===== config.mk =====
export PLATFORM = sky130hd
export DESIGN_NAME = branch_resolve_stage_flat
export DESIGN_NICKNAME = d
export VERILOG_FILES = /design/src/rtl/pipeline_pkg.sv /design/src/rtl/branch_resolve_stage_if.sv /design/src/rtl/branch_resolve_stage_cond.sv /design/src/rtl/compare_32bit_u.sv /design/src/rtl/branch_resolve_stage.sv /design/src/flat_wrapper.sv
export SDC_FILE = /design/constraint.sdc
export NUM_CORES = 1
export LEC_CHECK = 0
export CAP_MARGIN = 30
export CORE_MARGIN = 4
export CORE_UTILIZATION = 45
export DETAILED_ROUTE_END_ITERATION = 7
export PLACE_DENSITY_LB_ADDON = 0.2
export REMOVE_ABC_BUFFERS = 1
export SLEW_MARGIN = 20
export SYNTH_ARGS = -nofsm -noshare
export SYNTH_HDL_FRONTEND = slang
export SYNTH_HIERARCHICAL = 1
export SYNTH_SLANG_ARGS = --single-unit

===== constraint.sdc =====
create_clock -name clk_i -period 5 [get_ports clk_i]
set_clock_uncertainty 0.1 [all_clocks]
set_input_delay 1.5 -clock clk_i [delete_from_list [all_inputs] [get_ports clk_i]]
set_output_delay 1.5 -clock clk_i [all_outputs]
set_load 0.01 [all_outputs]

===== src/rtl/pipeline_pkg.sv =====
// Shared pipeline definitions: branch condition codes, resolve-stage FSM
// states and the control-transfer info bundle carried through ID/EX.
package pipeline_pkg;

  // RV32I branch funct3 encodings (010/011 are reserved)
  localparam logic [2:0] BR_BEQ  = 3'b000;
  localparam logic [2:0] BR_BNE  = 3'b001;
  localparam logic [2:0] BR_BLT  = 3'b100;
  localparam logic [2:0] BR_BGE  = 3'b101;
  localparam logic [2:0] BR_BLTU = 3'b110;
  localparam logic [2:0] BR_BGEU = 3'b111;

  // RUN: normal capture; SHADOW: the cycle after a redirect, wrong-path slot
  typedef enum logic {
    RUN    = 1'b0,
    SHADOW = 1'b1
  } br_state_e;

  // Control-transfer descriptor shared with the ID/EX register
  typedef struct packed {
    logic [31:0] pc;
    logic [31:0] imm;
    logic        is_branch;
    logic        is_jal;
    logic        is_jalr;
  } br_info_t;

  function automatic logic is_ctrl_xfer(input br_info_t info);
    return info.is_branch | info.is_jal | info.is_jalr;
  endfunction

  function automatic logic is_reserved_br(input logic [2:0] funct3);
    return (funct3 == 3'b010) || (funct3 == 3'b011);
  endfunction

endpackage


===== src/rtl/branch_resolve_stage_if.sv =====
// Bundle of the resolve stage's instruction inputs and result outputs.
// master = upstream/ID-EX side driving instructions, slave = the stage.
interface branch_resolve_stage_if;
  logic        valid_i;
  logic        stall_i;
  logic        flush_i;
  logic [31:0] pc_i;
  logic [31:0] imm_i;
  logic [31:0] rs1_data_i;
  logic [31:0] rs2_data_i;
  logic [2:0]  funct3_i;
  logic        is_branch_i;
  logic        is_jal_i;
  logic        is_jalr_i;

  logic        valid_o;
  logic        taken_o;
  logic        redirect_o;
  logic [31:0] redirect_pc_o;
  logic [31:0] link_o;
  logic        flush_o;
  logic        illegal_o;
  logic        misalign_o;
  logic [31:0] br_cnt_o;
  logic [31:0] taken_cnt_o;

  modport master (
    output valid_i, stall_i, flush_i, pc_i, imm_i, rs1_data_i, rs2_data_i,
           funct3_i, is_branch_i, is_jal_i, is_jalr_i,
    input  valid_o, taken_o, redirect_o, redirect_pc_o, link_o, flush_o,
           illegal_o, misalign_o, br_cnt_o, taken_cnt_o
  );

  modport slave (
    input  valid_i, stall_i, flush_i, pc_i, imm_i, rs1_data_i, rs2_data_i,
           funct3_i, is_branch_i, is_jal_i, is_jalr_i,
    output valid_o, taken_o, redirect_o, redirect_pc_o, link_o, flush_o,
           illegal_o, misalign_o, br_cnt_o, taken_cnt_o
  );
endinterface


===== src/rtl/branch_resolve_stage_cond.sv =====
// Branch condition evaluation: one unsigned comparator plus a sign fix-up
// gives all six RV32I conditions. Reserved encodings evaluate false.
module branch_cond
  import pipeline_pkg::*;
(
  input  logic [31:0] rs1_i,
  input  logic [31:0] rs2_i,
  input  logic [2:0]  funct3_i,
  output logic        cond_true_o
);
  logic eq;
  logic ugt;
  logic ult;
  logic slt;

  compare_32bit_u u_cmp (
    .a_i   (rs1_i),
    .b_i   (rs2_i),
    .eq_o  (eq),
    .ugt_o (ugt),
    .ult_o (ult)
  );

  // Differing signs decide signed order directly; otherwise unsigned order holds
  assign slt = (rs1_i[31] ^ rs2_i[31]) ? rs1_i[31] : ult;

  // Select the condition named by funct3
  always_comb begin
    cond_true_o = 1'b0;
    case (funct3_i)
      BR_BEQ:  cond_true_o = eq;
      BR_BNE:  cond_true_o = ~eq;
      BR_BLT:  cond_true_o = slt;
      BR_BGE:  cond_true_o = ~slt;
      BR_BLTU: cond_true_o = ult;
      BR_BGEU: cond_true_o = eq | ugt;
      default: cond_true_o = 1'b0;
    endcase
  end
endmodule


===== src/rtl/compare_32bit_u.sv =====
// Unsigned 32-bit magnitude comparator.
module compare_32bit_u (
  input  logic [31:0] a_i,
  input  logic [31:0] b_i,
  output logic        eq_o,
  output logic        ugt_o,
  output logic        ult_o
);
  assign eq_o  = (a_i == b_i);
  assign ugt_o = (a_i >  b_i);
  assign ult_o = (a_i <  b_i);
endmodule


===== src/rtl/branch_resolve_stage.sv =====
// Execute-side branch resolution: evaluates the condition, computes the
// target, and issues a registered one-cycle redirect/flush. The cycle after
// a redirect is a shadow slot whose incoming instruction is wrong-path.
module branch_resolve_stage
  import pipeline_pkg::*;
#(
  parameter logic [31:0] RESET_PC = 32'h0000_0000
) (
  input logic                   clk_i,
  input logic                   rst_i,
  branch_resolve_stage_if.slave bus
);
  br_info_t    info;
  logic        cond_true;
  logic [31:0] br_target;
  logic [31:0] jalr_sum;
  logic [31:0] target;
  logic        take_raw;
  logic        take;
  logic        misalign;
  logic        illegal;
  logic        capture;

  br_state_e   state_q, state_d;
  logic        valid_q, valid_d;
  logic        taken_q, taken_d;
  logic        redirect_q, redirect_d;
  logic [31:0] redirect_pc_q, redirect_pc_d;
  logic [31:0] link_q, link_d;
  logic        illegal_q, illegal_d;
  logic        misalign_q, misalign_d;
  logic [31:0] br_cnt_q, br_cnt_d;
  logic [31:0] taken_cnt_q, taken_cnt_d;

  assign info = '{pc:        bus.pc_i,
                  imm:       bus.imm_i,
                  is_branch: bus.is_branch_i,
                  is_jal:    bus.is_jal_i,
                  is_jalr:   bus.is_jalr_i};

  branch_cond u_cond (
    .rs1_i       (bus.rs1_data_i),
    .rs2_i       (bus.rs2_data_i),
    .funct3_i    (bus.funct3_i),
    .cond_true_o (cond_true)
  );

  // Targets wrap modulo 2^32; jalr clears bit 0 of its sum
  assign br_target = info.pc + info.imm;
  assign jalr_sum  = bus.rs1_data_i + info.imm;
  assign target    = info.is_jalr ? {jalr_sum[31:1], 1'b0} : br_target;

  // A target with bit 1 set cannot be fetched: report it instead of redirecting
  assign take_raw = info.is_jal | info.is_jalr | (info.is_branch & cond_true);
  assign misalign = take_raw & target[1];
  assign take     = take_raw & ~target[1];
  assign illegal  = info.is_branch & is_reserved_br(bus.funct3_i);

  assign capture = bus.valid_i & ~bus.stall_i & ~bus.flush_i & (state_q == RUN);

  // Next-state: flush beats stall; stall freezes everything but the pulse
  always_comb begin
    state_d       = state_q;
    valid_d       = valid_q;
    taken_d       = taken_q;
    redirect_d    = 1'b0;
    redirect_pc_d = redirect_pc_q;
    link_d        = link_q;
    illegal_d     = illegal_q;
    misalign_d    = misalign_q;
    br_cnt_d      = br_cnt_q;
    taken_cnt_d   = taken_cnt_q;

    if (bus.flush_i) begin
      state_d    = RUN;
      valid_d    = 1'b0;
      taken_d    = 1'b0;
      illegal_d  = 1'b0;
      misalign_d = 1'b0;
    end else if (!bus.stall_i) begin
      // The shadow slot lasts a single unstalled cycle
      state_d = RUN;
      if (capture) begin
        valid_d    = 1'b1;
        taken_d    = take;
        illegal_d  = illegal;
        misalign_d = misalign;
        link_d     = info.pc + 32'd4;
        if (take) begin
          redirect_d    = 1'b1;
          redirect_pc_d = target;
          state_d       = SHADOW;
          taken_cnt_d   = taken_cnt_q + 32'd1;
        end
        if (is_ctrl_xfer(info)) begin
          br_cnt_d = br_cnt_q + 32'd1;
        end
      end else begin
        valid_d    = 1'b0;
        taken_d    = 1'b0;
        illegal_d  = 1'b0;
        misalign_d = 1'b0;
      end
    end
  end

  // Stage registers, FSM and counters
  always_ff @(posedge clk_i) begin
    if (rst_i) begin
      state_q       <= RUN;
      valid_q       <= 1'b0;
      taken_q       <= 1'b0;
      redirect_q    <= 1'b0;
      redirect_pc_q <= RESET_PC;
      link_q        <= 32'd0;
      illegal_q     <= 1'b0;
      misalign_q    <= 1'b0;
      br_cnt_q      <= 32'd0;
      taken_cnt_q   <= 32'd0;
    end else begin
      state_q       <= state_d;
      valid_q       <= valid_d;
      taken_q       <= taken_d;
      redirect_q    <= redirect_d;
      redirect_pc_q <= redirect_pc_d;
      link_q        <= link_d;
      illegal_q     <= illegal_d;
      misalign_q    <= misalign_d;
      br_cnt_q      <= br_cnt_d;
      taken_cnt_q   <= taken_cnt_d;
    end
  end

  assign bus.valid_o       = valid_q;
  assign bus.taken_o       = taken_q;
  assign bus.redirect_o    = redirect_q;
  assign bus.flush_o       = redirect_q;
  assign bus.redirect_pc_o = redirect_pc_q;
  assign bus.link_o        = link_q;
  assign bus.illegal_o     = illegal_q;
  assign bus.misalign_o    = misalign_q;
  assign bus.br_cnt_o      = br_cnt_q;
  assign bus.taken_cnt_o   = taken_cnt_q;
endmodule


===== src/flat_wrapper.sv =====
// flat-port wrapper written by rule: the top's interface ports become plain ports
module branch_resolve_stage_flat import pipeline_pkg::*;
#(
  parameter logic [31:0] RESET_PC = 32'h0000_0000
)
  (clk_i, rst_i, bus_valid_i, bus_stall_i, bus_flush_i, bus_pc_i, bus_imm_i, bus_rs1_data_i, bus_rs2_data_i, bus_funct3_i, bus_is_branch_i, bus_is_jal_i, bus_is_jalr_i, bus_valid_o, bus_taken_o, bus_redirect_o, bus_redirect_pc_o, bus_link_o, bus_flush_o, bus_illegal_o, bus_misalign_o, bus_br_cnt_o, bus_taken_cnt_o);
  branch_resolve_stage_if bus_i ();
  input logic clk_i;
  input logic rst_i;
  input wire logic [$bits(bus_i.valid_i)-1:0] bus_valid_i;
  input wire logic [$bits(bus_i.stall_i)-1:0] bus_stall_i;
  input wire logic [$bits(bus_i.flush_i)-1:0] bus_flush_i;
  input wire logic [$bits(bus_i.pc_i)-1:0] bus_pc_i;
  input wire logic [$bits(bus_i.imm_i)-1:0] bus_imm_i;
  input wire logic [$bits(bus_i.rs1_data_i)-1:0] bus_rs1_data_i;
  input wire logic [$bits(bus_i.rs2_data_i)-1:0] bus_rs2_data_i;
  input wire logic [$bits(bus_i.funct3_i)-1:0] bus_funct3_i;
  input wire logic [$bits(bus_i.is_branch_i)-1:0] bus_is_branch_i;
  input wire logic [$bits(bus_i.is_jal_i)-1:0] bus_is_jal_i;
  input wire logic [$bits(bus_i.is_jalr_i)-1:0] bus_is_jalr_i;
  output wire logic [$bits(bus_i.valid_o)-1:0] bus_valid_o;
  output wire logic [$bits(bus_i.taken_o)-1:0] bus_taken_o;
  output wire logic [$bits(bus_i.redirect_o)-1:0] bus_redirect_o;
  output wire logic [$bits(bus_i.redirect_pc_o)-1:0] bus_redirect_pc_o;
  output wire logic [$bits(bus_i.link_o)-1:0] bus_link_o;
  output wire logic [$bits(bus_i.flush_o)-1:0] bus_flush_o;
  output wire logic [$bits(bus_i.illegal_o)-1:0] bus_illegal_o;
  output wire logic [$bits(bus_i.misalign_o)-1:0] bus_misalign_o;
  output wire logic [$bits(bus_i.br_cnt_o)-1:0] bus_br_cnt_o;
  output wire logic [$bits(bus_i.taken_cnt_o)-1:0] bus_taken_cnt_o;
  assign bus_i.valid_i = bus_valid_i;
  assign bus_i.stall_i = bus_stall_i;
  assign bus_i.flush_i = bus_flush_i;
  assign bus_i.pc_i = bus_pc_i;
  assign bus_i.imm_i = bus_imm_i;
  assign bus_i.rs1_data_i = bus_rs1_data_i;
  assign bus_i.rs2_data_i = bus_rs2_data_i;
  assign bus_i.funct3_i = bus_funct3_i;
  assign bus_i.is_branch_i = bus_is_branch_i;
  assign bus_i.is_jal_i = bus_is_jal_i;
  assign bus_i.is_jalr_i = bus_is_jalr_i;
  assign bus_valid_o = bus_i.valid_o;
  assign bus_taken_o = bus_i.taken_o;
  assign bus_redirect_o = bus_i.redirect_o;
  assign bus_redirect_pc_o = bus_i.redirect_pc_o;
  assign bus_link_o = bus_i.link_o;
  assign bus_flush_o = bus_i.flush_o;
  assign bus_illegal_o = bus_i.illegal_o;
  assign bus_misalign_o = bus_i.misalign_o;
  assign bus_br_cnt_o = bus_i.br_cnt_o;
  assign bus_taken_cnt_o = bus_i.taken_cnt_o;
  branch_resolve_stage #(.RESET_PC(RESET_PC)) u_core (.clk_i(clk_i), .rst_i(rst_i), .bus(bus_i));
endmodule

==> results.sh, run 1 <==
export IMPL_clock_sinks=133
export IMPL_die_y_um=157
export IMPL_ys_flop_type="dfxtp_1"
export IMPL_final_common_cell="clkdlybuf4s50_1"
export IMPL_slew_limit_headroom=0.547
export IMPL_globalRoute_totalOverflow=0
export IMPL_setup_worst_path_end_class="register"
export IMPL_required_ps=5250
export IMPL_synth_warnings=6
export IMPL_critPathLaunchType="input pin"
export IMPL_drtPass1Iterations=6
export IMPL_vias=10600
export IMPL_viasPerCell=5.58
export IMPL_hold_class="reg2reg"
export IMPL_root_buffer="clkbuf_16"
export IMPL_grt_antenna_before_repair=2
export IMPL_async_flop_share=0
export IMPL_peakVddDrop_mv=0.195
export IMPL_cts_buffer_depth=2
export IMPL_fp_row_count=54
export IMPL_wirelength_um=32900
export IMPL_drtIter0Drc=698
export IMPL_p_leak_nw=6.17
export IMPL_grt_pass1_wl_um=49800
export IMPL_cap_violations=0
export IMPL_fmax_ghz=0.206
export IMPL_synth_seq_cells=133
export IMPL_finalHoldViolations=0
export IMPL_clk_latency_ps=410
export IMPL_initial_core_util=0.458
export IMPL_postLayoutCoreUtil=0.679
export IMPL_p_per_area_mw_per_mm2=224
export IMPL_final_layout_size_suffix_gt1_frac=0.156
export IMPL_synth_cell_types=76
export IMPL_tightest_slew_ps=674
export IMPL_syn_cell_area_mm2=0.00999
export IMPL_holdWs_ps=351
export IMPL_setup_viol=0
export IMPL_worst_setup_path_type="in2reg"
export IMPL_fin_crit_sh=0.969
export IMPL_worstPathArrival_ps=5100
export IMPL_gr_usage_met2=0.425
export IMPL_synth_edf_count=0
export IMPL_yosysSeqAreaShare=0.266
export IMPL_track_usage=0.250
export IMPL_crit_path_max_fanout=4
export IMPL_drc_errors=0
export IMPL_syn_avg_cell_area_um2=7.82
export IMPL_io_pins=273
export IMPL_portBuffers=272
export IMPL_layout_common_cells="207 x clkdlybuf4s50_1, 158 x nor2_1, 133 x dfxtp_1, 108 x nand2_1, 93 x a21oi_1"
export IMPL_wire_per_inst_um=17.2
export IMPL_fin_nets=1851
export IMPL_place_ws_ps=-762
export IMPL_synthCells=1278
export IMPL_fp_dieW_um=157
export IMPL_drv_slew=0
export IMPL_grtUsageMet3=0.0385
export IMPL_die_area_mm2=0.0247
export IMPL_syn_to_final_growth_pct=48.3
export IMPL_grt_max_degree=64
export IMPL_core_mm2=0.0218
export IMPL_status="finished clean"
export IMPL_clkTransAtPathRegs_ps=60
export IMPL_grt_busiest_layer="met2"
export IMPL_grt_pass1_vias=10000
export IMPL_gp_congestion=0.974
export IMPL_period_needed_ps=4850
export IMPL_cts_buffers=17
export IMPL_ant_nets=0
export IMPL_cts_tree="yes"
export IMPL_globalRouteMet1Util=0.322
export IMPL_htree_levels=4
export IMPL_fin_ws_ps=154
export IMPL_place_hpwl_um=25800
==> metal layers <==
metal	wire length [um]	vias up	part of all wire
li1	-	5285	-
met1	14100	4878	0.43
met2	15300	424	0.47
met3	2430	59	0.074
met4	1010	2	0.031
met5	13	-	0.00040
==> repair_timing <==
item                       CTS  global route
gates resized for setup     61           126
setup buffers               12             3
setup endpoints to repair   46            57
pin swaps                   44            58
hold buffers                 0             0
==> critical path, cell delays in order <==
cell	delay, ps
clkdlybuf4s15_1	230
ha_4	240
nor2b_4	120
o211ai_1	240
buf_4	190
a21boi_4	50
o31ai_4	230
and2_4	240
nor2_4	40
o21ai_2	130
xnor2_1	90
o311ai_2	220
a211o_1	190
nand3b_1	140
nor4_2	330
nand2b_1	140
nor2_2	120
nand3b_1	160
or3_1	360
a21oi_2	140
==> per-stage QoR <==
step                setup TNS [ps]  total power, mW  cell area, um^2  cells
finish                           0             3.32            14800   1909
global route                  -126             3.48            14800   1909
CTS                              0             3.31            14500   1905
detailed placement          -31390             2.01            13500   1862
global placement            -25670             1.99            13500   1862
floorplan                  -352230             1.61             9770   1225
==> area by class of cell <==
class / instances / area [um^2]
Clock buffer: 18 / 429
Timing Repair Buffer: 370 / 3580
Antenna cell: 2 / 5.00
Tap cell: 280 / 350
Fill cell: 1840 / 7000
Inverter: 47 / 176
Multi-Input combinational cell: 1045 / 7460
Clock inverter: 14 / 165
Sequential cell: 133 / 2660
==> sequential cells by signal, indices dropped and copies added (netlist names) <==
register and count:
u_core/bus.br_cnt_o 32, u_core/bus.link_o 32, u_core/bus.redirect_pc_o 32, u_core/bus.taken_cnt_o 32, u_core/bus.flush_o 1, u_core/bus.illegal_o 1
u_core/bus.misalign_o 1, u_core/bus.valid_o 1, u_core/state_q 1
==> cell families (layout without fill, tap and decap cells) <==
| family | after synthesis | in the layout | share of synthesized area |
|---|---|---|---|
| adder cells (fa/ha/maj) | 98 | 98 | 0.124 |
| other | 0 | 2 | 0 |
| XOR/XNOR | 129 | 129 | 0.113 |
| buffers and inverters | 100 | 449 | 0.0399 |
| flip-flops | 133 | 133 | 0.266 |
| AND/OR/NAND/NOR | 484 | 484 | 0.237 |
| AO/OA/AOI/OAI | 327 | 327 | 0.212 |
| multiplexers | 7 | 7 | 0.00701 |
==> Yosys cell counts, types with 5 or more instances <==
| cell | n | share of area |
|---|---|---|
| nand2_1 | 114 | 0.043 |
| nand2b_1 | 13 | 0.0081 |
| ha_1 | 96 | 0.12 |
| xnor2_1 | 38 | 0.033 |
| and4_1 | 10 | 0.0088 |
| a21o_1 | 28 | 0.021 |
| nand3_1 | 43 | 0.022 |
| mux2i_1 | 7 | 0.0070 |
| o211ai_1 | 9 | 0.0068 |
| inv_1 | 47 | 0.018 |
| xor2_1 | 91 | 0.080 |
| a31oi_1 | 8 | 0.0050 |
| a21oi_1 | 103 | 0.052 |
| nand4_1 | 24 | 0.015 |
| dfxtp_1 | 133 | 0.27 |
| and2_1 | 7 | 0.0044 |
| and3_1 | 23 | 0.014 |
| clkbuf_1 | 42 | 0.016 |
| o21a_1 | 13 | 0.0098 |
| nor3_1 | 32 | 0.016 |
| a311oi_1 | 11 | 0.0096 |
| nor2b_1 | 9 | 0.0056 |
| o21ai_0 | 58 | 0.029 |
| a2111oi_0 | 5 | 0.0044 |
| nor2_1 | 162 | 0.061 |
| a211oi_1 | 42 | 0.032 |
| or3_1 | 17 | 0.011 |
==> power by group <==
group          leakage, nW  switching [mW]  total, mW  internal, mW
clock                0.285           0.518       1.27         0.750
combinational         4.81           0.495      0.949         0.454
sequential            1.08          0.0156       1.10          1.08
total                 6.17            1.03       3.32          2.29
==> path summary, 6_finish.rpt <==
kind                               startpoint                           to  slack (ps)  cells after the start
hold reg to reg   u_core/bus.redirect_pc_o[0]  u_core/bus.redirect_pc_o[0]         350                      2
setup reg to reg               u_core/state_q      u_core/bus.br_cnt_o[27]        2340                      9
setup / recovery            bus_rs1_data_i[1]   u_core/bus.taken_cnt_o[29]         150                     20
hold / removal    u_core/bus.redirect_pc_o[0]  u_core/bus.redirect_pc_o[0]         350                      2
(Power assumes the default switching activity.)
==> run 2: changes to the inputs <==
PLACE_DENSITY = 0.78   (was unset)
PLACE_DENSITY_LB_ADDON = unset   (was 0.2)
==> results.sh, run 2 (same netlist as run 1, synthesis figures left out) <==
export IMPL_place_hpwl_um=25500
export IMPL_drc_errors=0
export IMPL_wire_per_inst_um=17.7
export IMPL_r2r_end="u_core/bus.br_cnt_o[24]"
export IMPL_fin_nets=1843
export IMPL_grt_pass1_wl_um=51600
export IMPL_num_fill_cells=1723
export IMPL_min_delay_start="u_core/bus.redirect_pc_o[15]"
export IMPL_rsz0062_at_grt="true"
export IMPL_fin_crit_sh=0.993
export IMPL_cts_buffer_depth=2
export IMPL_required_ps=5260
export IMPL_worst_setup_path_type="in2reg"
export IMPL_gp_congestion=0.939
export IMPL_slew_limit_headroom=0.600
export IMPL_startpoint="bus_rs1_data_i[15]"
export IMPL_reg2reg_setup_slack_ps=2370
export IMPL_cts_tree="yes"
export IMPL_grt_antenna_before_repair=1
export IMPL_setup_worst_path_end_class="register"
export IMPL_worstPathArrival_ps=5220
export IMPL_clock_sinks=133
export IMPL_cts_buffers=17
export IMPL_rr_worst_depth=8
export IMPL_holdPathEnd="u_core/bus.redirect_pc_o[15]"
export IMPL_drv_slew=0
export IMPL_p_int_mw=2.40
export IMPL_portBuffers=272
export IMPL_final_layout_size_suffix_gt1_frac=0.172
export IMPL_grt_max_degree=93
export IMPL_htree_levels=4
export IMPL_vias=10700
export IMPL_netSwitchingPower_mw=1.05
export IMPL_fp_row_count=54
export IMPL_clkTransAtPathRegs_ps=70
export IMPL_critPathLaunchType="input pin"
export IMPL_final_common_cell="clkdlybuf4s50_1"
export IMPL_core_mm2=0.0218
export IMPL_syn_to_final_growth_pct=47.5
export IMPL_hold_class="reg2reg"
export IMPL_status="finished clean"
export IMPL_hold_depth=2
export IMPL_setup_viol=0
export IMPL_period_needed_ps=4960
export IMPL_cap_violations=0
export IMPL_grt_pass1_vias=10200
export IMPL_switching_share=0.304
export IMPL_wirelength_um=33600
export IMPL_clk_latency_ps=420
export IMPL_track_usage=0.258
export IMPL_globalRoute_totalOverflow=0
export IMPL_p_per_area_mw_per_mm2=234
export IMPL_fp_dieW_um=157
export IMPL_postLayoutCoreUtil=0.675
export IMPL_p_comb_frac=0.278
export IMPL_peakVddDrop_mv=0.232
export IMPL_drtIter0Drc=743
export IMPL_p_total_mw=3.45
export IMPL_clkPwrFrac=0.403
export IMPL_fmax_ghz=0.201
export IMPL_crit_path_max_fanout=4
export IMPL_io_pins=273
export IMPL_die_y_um=157
export IMPL_initial_core_util=0.458
export IMPL_r2r_start="u_core/state_q"
export IMPL_root_buffer="clkbuf_16"
export IMPL_p_leak_nw=5.90
export IMPL_ant_nets=0
export IMPL_finalHoldViolations=0
export IMPL_layout_common_cells="207 x clkdlybuf4s50_1, 158 x nor2_1, 133 x dfxtp_1, 111 x nand2_1, 92 x a21oi_1"
export IMPL_tightest_slew_ps=600
export IMPL_drtPass1Iterations=5
export IMPL_ctsHoldBuffers=0
export IMPL_viasPerCell=5.65
export IMPL_power_frac_seq=0.319
export IMPL_die_area_mm2=0.0247
run 2: power by group through the flow:
| stage | clock network [mW] | logic [mW] | registers [mW] |
|---|---|---|---|
| 6_report | 1.39 | 0.959 | 1.10 |
| 3_3_place_gp | 0 | 0.861 | 1.12 |
| 2_1_floorplan | 0 | 0.481 | 1.13 |
| 3_5_place_dp | 0 | 0.873 | 1.12 |
| 4_1_cts | 1.41 | 0.909 | 1.10 |
| 5_1_grt | 1.47 | 1.05 | 1.10 |
run 2: final cells by class:
class                           count  area (um^2)  area share
Tap cell                          280          350      0.0238
Sequential cell                   133         2660       0.181
Clock buffer                       17          425      0.0289
Inverter                           47          179      0.0121
Clock inverter                     15          234      0.0159
Timing Repair Buffer              362         3330       0.226
Multi-Input combinational cell   1045         7550       0.512
Antenna cell                        1         2.50    0.000170
run 2: timing repair:
item                                    4_1_cts  5_1_grt
endpoints found under the setup margin       36       39
gates cloned                                  0        0
pin swaps                                    50       61
setup buffers                                 7        9
hold endpoints to repair                      0        0
gates resized for setup                     130      143
run 2: layer usage:
metal | GRT usage | wire length [um] | vias up
met5 | 0 | 0 | -
met4 | 0.0860 | 837 | 0
met3 | 0.0459 | 2540 | 51
met2 | 0.445 | 16500 | 415
li1 | - | - | 5274
met1 | 0.328 | 13800 | 4994
run 2: worst max path at each step:
stage | endpoint | slack, ps | depth (start not counted)
after floorplan | u_core/bus.taken_cnt_o[29] | -4900 | 8
after global placement | u_core/bus.taken_cnt_o[31] | -720 | 21
after detailed placement | u_core/bus.taken_cnt_o[29] | -890 | 20
after CTS | u_core/bus.taken_cnt_o[28] | 3 | 21
after global routing | u_core/bus.taken_cnt_o[29] | -150 | 21
final | u_core/bus.taken_cnt_o[29] | 40 | 21
run 2: stage by stage:
step	TNS (ps)	worst slack [ps]	hold WS (ps)	instance area (um^2)	std cells
floorplan	-352230	-4900	370	9770	1225
global placement	-24840	-716	343	13400	1852
detailed placement	-31050	-894	345	13400	1852
CTS	0	2.89	354	14500	1891
global route	-551	-149	376	14700	1900
finish	0	36.7	354	14700	1900
run 2: worst max-delay path: stages:
cell	delay [ps]
buf_4	130
ha_4	270
nand4_1	120
buf_4	170
nor4_4	250
a21boi_4	240
o31ai_4	80
buf_4	150
a21oi_4	150
nand3_1	80
o31ai_1	70
a21oi_1	110
o311ai_2	90
a211o_1	180
nand3b_1	150
nor4_4	320
nand2b_1	130
nor2_2	180
nand3b_1	240
or3_4	450
a21oi_2	140
